[config.mk]
export PLATFORM = sky130hd
export DESIGN_NAME = instruction_fetch_unit_flat
export DESIGN_NICKNAME = d
export VERILOG_FILES = /design/src/rtl/instruction_fetch_unit_if.sv /design/src/rtl/instruction_fetch_unit.sv /design/src/flat_wrapper.sv
export SDC_FILE = /design/constraint.sdc
export NUM_CORES = 1
export LEC_CHECK = 0
export CAP_MARGIN = 20
export CORE_UTILIZATION = 48
export CTS_CLUSTER_DIAMETER = 40
export DETAILED_ROUTE_END_ITERATION = 12
export GPL_TIMING_DRIVEN = 0
export MAX_ROUTING_LAYER = met4
export PLACE_DENSITY = 0.84
export SLEW_MARGIN = 40
export SYNTH_ARGS = -nofsm -noshare
export SYNTH_HDL_FRONTEND = slang
export SYNTH_SLANG_ARGS = --single-unit
[constraint.sdc]
create_clock -name clock -period 5.9 [get_ports clock]
set_input_delay 1.77 -clock clock [delete_from_list [all_inputs] [get_ports clock]]
set_output_delay 1.77 -clock clock [all_outputs]
set_load 0.05 [all_outputs]
[src/rtl/instruction_fetch_unit_if.sv]
// Fetch-to-decode handshake: head entry of the fetch buffer offered under valid/ready.
interface instruction_fetch_unit_if;
   logic        out_valid;
   logic        out_ready;
   logic [31:0] out_inst;
   logic [31:0] out_pc;

   modport master (output out_valid, output out_inst, output out_pc, input out_ready);
   modport slave  (input out_valid, input out_inst, input out_pc, output out_ready);
endinterface

[src/rtl/instruction_fetch_unit.sv]
// Instruction fetch: walks the PC through a combinational text memory into a 2-entry buffer,
// with flushing redirects and a sticky halt on misaligned targets.
module instruction_fetch_unit #(
   parameter int unsigned ADDR_BITS = 16,
   parameter logic [31:0] RESET_PC  = 32'h0040_0000
) (
   input  logic                 clock,
   input  logic                 reset,
   output logic [ADDR_BITS-3:0] imem_address,
   input  logic [31:0]          imem_q,
   input  logic                 redirect_valid,
   input  logic [31:0]          redirect_pc,
   output logic                 misaligned,
   instruction_fetch_unit_if.master dec
);

   typedef enum logic [1:0] {StBoot, StFetch, StHalt} state_t;

   state_t      state;
   logic [31:0] fetch_pc;
   logic [31:0] pc_buf   [2];
   logic [31:0] inst_buf [2];
   logic        head;
   logic        tail;
   logic [1:0]  count;
   logic        pop;
   logic        push;
   logic        aligned;
   logic        has_entry;

   assign aligned      = (redirect_pc[1:0] == 2'b00);
   assign has_entry    = (count != 2'd0);
   assign pop          = has_entry && dec.out_ready;
   // A full buffer may still accept a new word when the head leaves in the same cycle.
   assign push         = (state == StFetch) && !redirect_valid && ((count != 2'd2) || pop);
   assign imem_address = fetch_pc[ADDR_BITS-1:2];

   assign dec.out_valid = has_entry;
   assign dec.out_pc    = has_entry ? pc_buf[head]   : 32'd0;
   assign dec.out_inst  = has_entry ? inst_buf[head] : 32'd0;

   always_ff @(posedge clock or posedge reset) begin
      if (reset) begin
         state      <= StBoot;
         fetch_pc   <= RESET_PC;
         head       <= 1'b0;
         tail       <= 1'b0;
         count      <= 2'd0;
         misaligned <= 1'b0;
         for (int i = 0; i < 2; i++) begin
            pc_buf[i]   <= 32'd0;
            inst_buf[i] <= 32'd0;
         end
      end else begin
         case (state)
            StBoot: begin
               if (redirect_valid && !aligned) begin
                  misaligned <= 1'b1;
                  state      <= StHalt;
               end else begin
                  if (redirect_valid) fetch_pc <= redirect_pc;
                  state <= StFetch;
               end
            end
            StFetch: begin
               if (redirect_valid) begin
                  // Redirect beats push and pop; any entry decode took this cycle is gone anyway.
                  head  <= 1'b0;
                  tail  <= 1'b0;
                  count <= 2'd0;
                  if (!aligned) begin
                     misaligned <= 1'b1;
                     state      <= StHalt;
                  end else begin
                     fetch_pc <= redirect_pc;
                  end
               end else begin
                  if (push) begin
                     pc_buf[tail]   <= fetch_pc;
                     inst_buf[tail] <= imem_q;
                     tail           <= ~tail;
                     fetch_pc       <= fetch_pc + 32'd4;
                  end
                  if (pop) head <= ~head;
                  if (push && !pop)      count <= count + 2'd1;
                  else if (pop && !push) count <= count - 2'd1;
               end
            end
            StHalt: begin
               count <= 2'd0;
            end
            default: state <= StHalt;
         endcase
      end
   end

endmodule

[src/flat_wrapper.sv]
// flat-port wrapper written by rule: the top's interface ports become plain ports
module instruction_fetch_unit_flat 
#(
   parameter int unsigned ADDR_BITS = 16,
   parameter logic [31:0] RESET_PC  = 32'h0040_0000
)
  (clock, reset, imem_address, imem_q, redirect_valid, redirect_pc, misaligned, dec_out_valid, dec_out_inst, dec_out_pc, dec_out_ready);
  instruction_fetch_unit_if dec_i ();
  input  logic clock;
  input  logic reset;
  output logic [ADDR_BITS-3:0] imem_address;
  input  logic [31:0] imem_q;
  input  logic redirect_valid;
  input  logic [31:0] redirect_pc;
  output logic misaligned;
  output wire logic [$bits(dec_i.out_valid)-1:0] dec_out_valid;
  output wire logic [$bits(dec_i.out_inst)-1:0] dec_out_inst;
  output wire logic [$bits(dec_i.out_pc)-1:0] dec_out_pc;
  input wire logic [$bits(dec_i.out_ready)-1:0] dec_out_ready;
  assign dec_out_valid = dec_i.out_valid;
  assign dec_out_inst = dec_i.out_inst;
  assign dec_out_pc = dec_i.out_pc;
  assign dec_i.out_ready = dec_out_ready;
  instruction_fetch_unit #(.ADDR_BITS(ADDR_BITS), .RESET_PC(RESET_PC)) u_core (.clock(clock), .reset(reset), .imem_address(imem_address), .imem_q(imem_q), .redirect_valid(redirect_valid), .redirect_pc(redirect_pc), .misaligned(misaligned), .dec(dec_i));
endmodule
==> run metrics, run 1 <==
status completed; Initial Util 49.57%; Cell Area, Synth 8279 sq um; post-synthesis sequential area ratio 50.49%; CP max stage delay 0.82 ns; Setup WS post-layout 1.065 ns; WL final approximately 20,000 um; CTS Buf Count 17; number of flops mapped to enable cells by yosys 0; internal power roughly 1.8 mW; Syn Nets about 800; Post-CTS Hold Fix Bufs 0; worst hold slack 0.4791 ns; Worst-path clk slew 0.07 ns; leakage 4.666 nW; fin area 10,800 sq um; initial antenna violation count 0; Final period util between 80 and 90%; Hold Path Sink u_core.misaligned; sequential share of power 49.1%; Wirelength per Cell 17.84 um; drt drc 0; commonest non-fill, non-tap cell in the layout dfrtp_1; PD cells 220.0 nW/um^2; Post-Synthesis Cells 725; number of global-route vias before repair between 6,000 and 7,000; Hold Path Class reg2reg; met3 global-route usage under 10%; Worst slew margin 46.03%; Yosys top cell by area dfrtp_1; Fin. Hold Viols 0; worst path required time 4.13 ns; worst slack, placed 1.506 ns; CP startpoint kind flop; reg-to-reg endpoint u_core.fetch_pc[26]; Yosys cell types 57; IO Port Bufs 147; PostCTS Resize Cnt 0; post-layout minimum cycle time 4.835 ns; Comb pwr share 5.6%; ant diodes 0; Worst Path Class, Setup reg2out; Crit path buffers/inverters 4; met2 Use GR between 30 and 40%; total core area 16,700 sq um; unrepaired setup endpoints after global routing false; Max Clock Skew between 0.008 and 0.009 ns; first-pass GRT wire length 32,670 um; Post-DP Area approximately 10,000 sq um; hold path start u_core.misaligned; Arr. time, crit path between 3 and 4 ns; largest net degree at the start of global routing 27; CP Capture Type primary output; achievable frequency ~0.21 GHz; R2R Setup Slk 3.37 ns; Layout area overhead 30.41%; worst-path fanout max 10; slowest CP cell clkdlybuf4s50_1; # rows 47; Tot GR Track Use 24.48%; Root Buffer clkbuf_16; hold depth 1; num ports between 100 and 150; share of the synthesized area in the top cell type 50.17%; Max Slew Vio Count 0; asr flop ratio synth between 90% and 100%; met1 Use GR 31.93%; Ys Warns 0; Clk network pwr share 45.3%; sw power a little under 600 uW; worst-margin pin slew 0.8096 ns; Clock Sink Count 167; TritonRoute pass-1 iters 4; #FFs+latches synth 167; CTS tree built; Antenna Nets Post-Route 0; Max rail drop VDD 0.2028 mV; maximum clock insertion buffer count 2; CP cell instances clkbuf_1, buf_2, buf_1, mux2i_1, nor2_1, clkdlybuf4s50_1; sw frac 24.79%; routed vias 6,411; chip width 133.3 um; die area around 18,000 sq um; main area contributors after synthesis dfrtp_1 (50%), mux2_2 (17%), mux2i_1 (7.7%); post-route setup TNS 0 ns; cell class contributing the biggest share of worst-path delay buffers and inverters; ys flop type dfrtp_1; Final HPWL DP 14,520 um; gpl congestion 0.9405; Avg Cell Area, Syn approximately 11 sq um; GRT busiest layer met2; vias per cell 5.668; final setup fails 0; DP Cell Count 1,099; non-filler cells, final around 1,100; Fill cells approximately 1,300; commonest cells after routing, fill and taps aside dfrtp_1 (166), clkdlybuf4s50_1 (147), mux2_2 (128); Max Cap Violations 0; nets 970; starting DRC count in detailed routing 500; Die Y-Extent approximately 130 um; fraction of layout cells with a size suffix above 1 23.82%; FF-to-FF Start u_core.fetch_pc[2]; GRT overflow 0; Clock Latency Late Sink ~0.43 ns; CTS H-tree lvls 4; Post-CTS Setup Inserts 0; Register-to-Register Path Depth 6
final cells by class:
| cell class | instances | area [sq um] | share of cell area, % |
|---|---|---|---|
| Sequential cell | 167 | 4180 | 38.72 |
| Multi-Input combinational cell | 489 | 3712 | 34.38 |
| Timing Repair Buffer | 154 | 1649 | 15.27 |
| Clock buffer | 17 | 425.4 | 3.940 |
| Buffer | 62 | 371.6 | 3.442 |
| Tap cell | 220 | 275.3 | 2.550 |
| Clock inverter | 15 | 152.6 | 1.414 |
| Inverter | 7 | 30.03 | 0.2781 |
metal layers:
metal,vias up,wire length [um]
met5,-,0
met3,38,1236
met1,3140,8734
met4,0,308
met2,279,9896
li1,2954,-
state kept, by name (all words and copies together), names as in the netlist:
name               count
u_core.inst_buf       64
u_core.pc_buf         64
u_core.fetch_pc       32
u_core.count           2
u_core.state           2
u_core.head            1
u_core.misaligned      1
u_core.tail            1
cell families after synthesis:
kind of cell | Yosys count | share of synthesized area [%]
compound gates | 102 | 7.980
fa+ha+maj | 4 | 0.6045
buf+inv | 69 | 4.806
flops | 167 | 50.49
mux | 192 | 25.15
simple gates | 191 | 10.97
stage by stage:
step                      power (mW)  utilization [%]
after CTS                      2.398            64.62
after global placement         1.304            60.05
after floorplan                1.233                -
final                          2.375            64.65
after global routing           2.459            64.65
after detailed placement       1.320            61.16
synth_stat cells (3+ instances only):
master     count
and2_1         5
clkbuf_1      18
dfrtp_1      166
clkbuf_8       3
nand3_1       20
inv_1          7
nand2_1       35
buf_2         15
buf_4         16
nor3b_1        3
o21ai_0       22
and3_1         9
and4_1         3
a311oi_1       3
nor2_1        83
a2bb2oi_1      5
nand4_1        8
o22a_1         3
buf_1          6
o22ai_1       12
a21oi_1       30
buf_6          4
nor3_1         8
ha_1           4
mux2i_1       64
mux2_2       128
o211ai_1       3
power groups by stage:
stage | sequential, mW | clock, mW | combinational [mW]
finish | 1.17 | 1.08 | 0.133
global route | 1.17 | 1.15 | 0.143
CTS | 1.16 | 1.10 | 0.134
detailed placement | 1.19 | 0 | 0.133
global placement | 1.19 | 0 | 0.117
floorplan | 1.18 | 0 | 0.0488
worst max path at each step:
stage | slack, ns | depth (start not counted) | to | startpoint
2_1_floorplan | 2.00 | 1 | u_core.count[0] | reset
4_1_cts | 1.03 | 6 | dec_out_pc[0] | u_core.head
3_3_place_gp | 0.66 | 2 | u_core.pc_buf[59] | reset
3_5_place_dp | 1.51 | 6 | dec_out_pc[0] | u_core.head
5_1_grt | 0.91 | 6 | dec_out_inst[25] | u_core.head
6_report | 1.07 | 6 | dec_out_pc[0] | u_core.head
Power figures use the tool's default switching activity.
==> run 2, diff against run 1 <==
Settings changed: CORE_UTILIZATION 48 to 53, PLACE_DENSITY 0.84 to 0.87.
Clock period 5.9 ns to 4.71 ns, I/O delays scaled along.
==> run metrics, run 2 (same netlist as run 1, synthesis figures left out) <==
largest net degree at the start of global routing 27 (unchanged); Post-CTS Setup Inserts 0 (unchanged); Max Cap Violations 0 (unchanged); TritonRoute pass-1 iters 5 (was 4); timing endpoint of the critical path dec_out_pc[18] (was dec_out_pc[0]); CTS tree built (unchanged); starting DRC count in detailed routing 426 (was 500); hold path start u_core.misaligned (unchanged); initial antenna violation count 0 (unchanged); Post-DP Area 10,200 sq um (was 10,210 sq um); routed vias 6,407 (was 6,411); Antenna Nets Post-Route 0 (unchanged); Worst Path Class, Setup reg2out (unchanged); Worst-path clk slew 0.06 ns (was 0.07 ns); num ports 148 (unchanged); Clock Sink Count 167 (unchanged); nets 971 (was 970); Post-CTS Hold Fix Bufs 0 (unchanged); Root Buffer clkbuf_16 (unchanged); Worst slew margin 42.30% (was 46.03%); fraction of layout cells with a size suffix above 1 23.68% (was 23.82%); FF-to-FF Start u_core.fetch_pc[2] (unchanged); # rows 45 (was 47); WL final 20,270 um (was 20,180 um); final setup fails 0 (unchanged); leakage 4.670 nW (was 4.666 nW); fin area 10,780 sq um (was 10,800 sq um); Die Y-Extent 127.0 um (was 133.3 um); chip width 127.0 um (was 133.3 um); reg-to-reg endpoint u_core.fetch_pc[26] (unchanged); PD cells 278.4 nW/um^2 (was 220.0 nW/um^2); Arr. time, crit path 3.08 ns (was 3.06 ns); commonest non-fill, non-tap cell in the layout dfrtp_1 (unchanged); commonest cells after routing, fill and taps aside dfrtp_1 (166), clkdlybuf4s50_1 (147), mux2_2 (128) (unchanged); Hold Path Class reg2reg (unchanged); drt drc 0 (unchanged); ant diodes 0 (unchanged); gpl congestion 0.9336 (was 0.9405); Final HPWL DP 14,340 um (was 14,520 um); Final period util 95.38%; GRT overflow 0 (unchanged); Max Clock Skew 0.006638 ns (was 0.008562 ns); hold depth 1 (unchanged); CP startpoint kind flop (unchanged); Initial Util 54.46% (was 49.57%); crit path from u_core.count[0] (was u_core.head); Fill cells 1,100 (was 1,309); die area 16,130 sq um (was 17,780 sq um); worst-path fanout max 10 (unchanged); Wirelength per Cell 18.42 um (was 17.84 um); Layout area overhead 30.21% (was 30.41%); post-layout minimum cycle time 4.492 ns; Pwr Total 3.001 mW (was 2.375 mW); post-route setup TNS 0 ns (unchanged); unrepaired setup endpoints after global routing false (unchanged); CTS Buf Count 17 (unchanged); Max rail drop VDD 0.2668 mV (was 0.2028 mV); CP Capture Type primary output (unchanged); total core area 15,200 sq um (was 16,700 sq um); Clock Latency Late Sink 0.43 ns (about the same); R2R Setup Slk 2.11 ns (was 3.37 ns); worst path required time 3.30 ns (was 4.13 ns); Fin. Hold Viols 0 (unchanged); Largest regs u_core.inst_buf x64, u_core.pc_buf x64, u_core.fetch_pc x32 (unchanged); achievable frequency roughly 0.22 GHz; vias per cell 5.825 (was 5.668); worst-margin pin slew 0.8589 ns (was 0.8096 ns); PostCTS Resize Cnt 0 (unchanged); Tot GR Track Use 26.97% (was 24.48%); first-pass GRT wire length 32,590 um (was 32,670 um); IO Port Bufs 147 (unchanged); CTS H-tree lvls 4 (unchanged); Register-to-Register Path Depth 6 (unchanged); Max Slew Vio Count 0 (unchanged); status completed (unchanged); number of global-route vias before repair 6,313 (was 6,278); maximum clock insertion buffer count 2 (unchanged)
run 2: cell count changes in the layout (fill, tap and decap cells not counted):
cell and change:
buf_16 +1, clkinv_4 -2, clkbuf_1 +2, clkbuf_8 +1, inv_8 -3, bufinv_16 +2, inv_6 -5, clkinv_2 +4
clkinv_8 -2, clkinvlp_4 +3
run 2: through the flow:
step	std cells	hold slack (ns)	utilization, %	setup WS [ns]
finish	1100	0.4837	70.91	0.2177
global route	1100	0.4968	70.91	0.07790
CTS	1100	0.4875	70.88	0.2127
detailed placement	1068	0.4733	67.10	0.6997
global placement	1060	0.4723	65.71	-0.1612
floorplan	725	0.4664	-	1.171
run 2: final cells by class:
class                      instances  area, sq um  area share, %
buffer                            62        371.6          3.447
timing repair buffer             155         1677          15.55
tap                              188        235.2          2.182
clock buffer                      20        446.7          4.143
multi-input combinational        489         3712          34.44
sequential                       167         4180          38.78
inverter                           7        30.03         0.2786
clock inverter                    12        127.6          1.184
run 2: metal layers:
layer	vias to the layer above	part of all wire (%)	track usage, %
li1	2935	-	-
met2	281	48	42.18
met4	0	2.2	10.29
met3	43	6.7	5.444
met1	3148	43	34.86
met5	-	0	-
run 2: critical path, cell delays in order, from the launching register on:
cell and delay [ns]:
dfrtp_1 0.45, nor2_1 0.21, clkbuf_1 0.53, buf_1 0.56
nor2_1 0.15, clkdlybuf4s50_1 0.75
run 2: worst min path at each step:
stage | to | slack, ns
detailed placement | u_core.misaligned | 0.47
global route | u_core.misaligned | 0.50
global placement | u_core.misaligned | 0.47
CTS | u_core.misaligned | 0.49
finish | u_core.misaligned | 0.48
floorplan | u_core.fetch_pc[0] | 0.47
run 2: where the power goes:
group | switching (mW) | internal [mW] | leakage, nW
clock | 0.579 | 0.792 | 0.272
combinational | 0.0791 | 0.0903 | 2.09
sequential | 0.0169 | 1.44 | 2.31
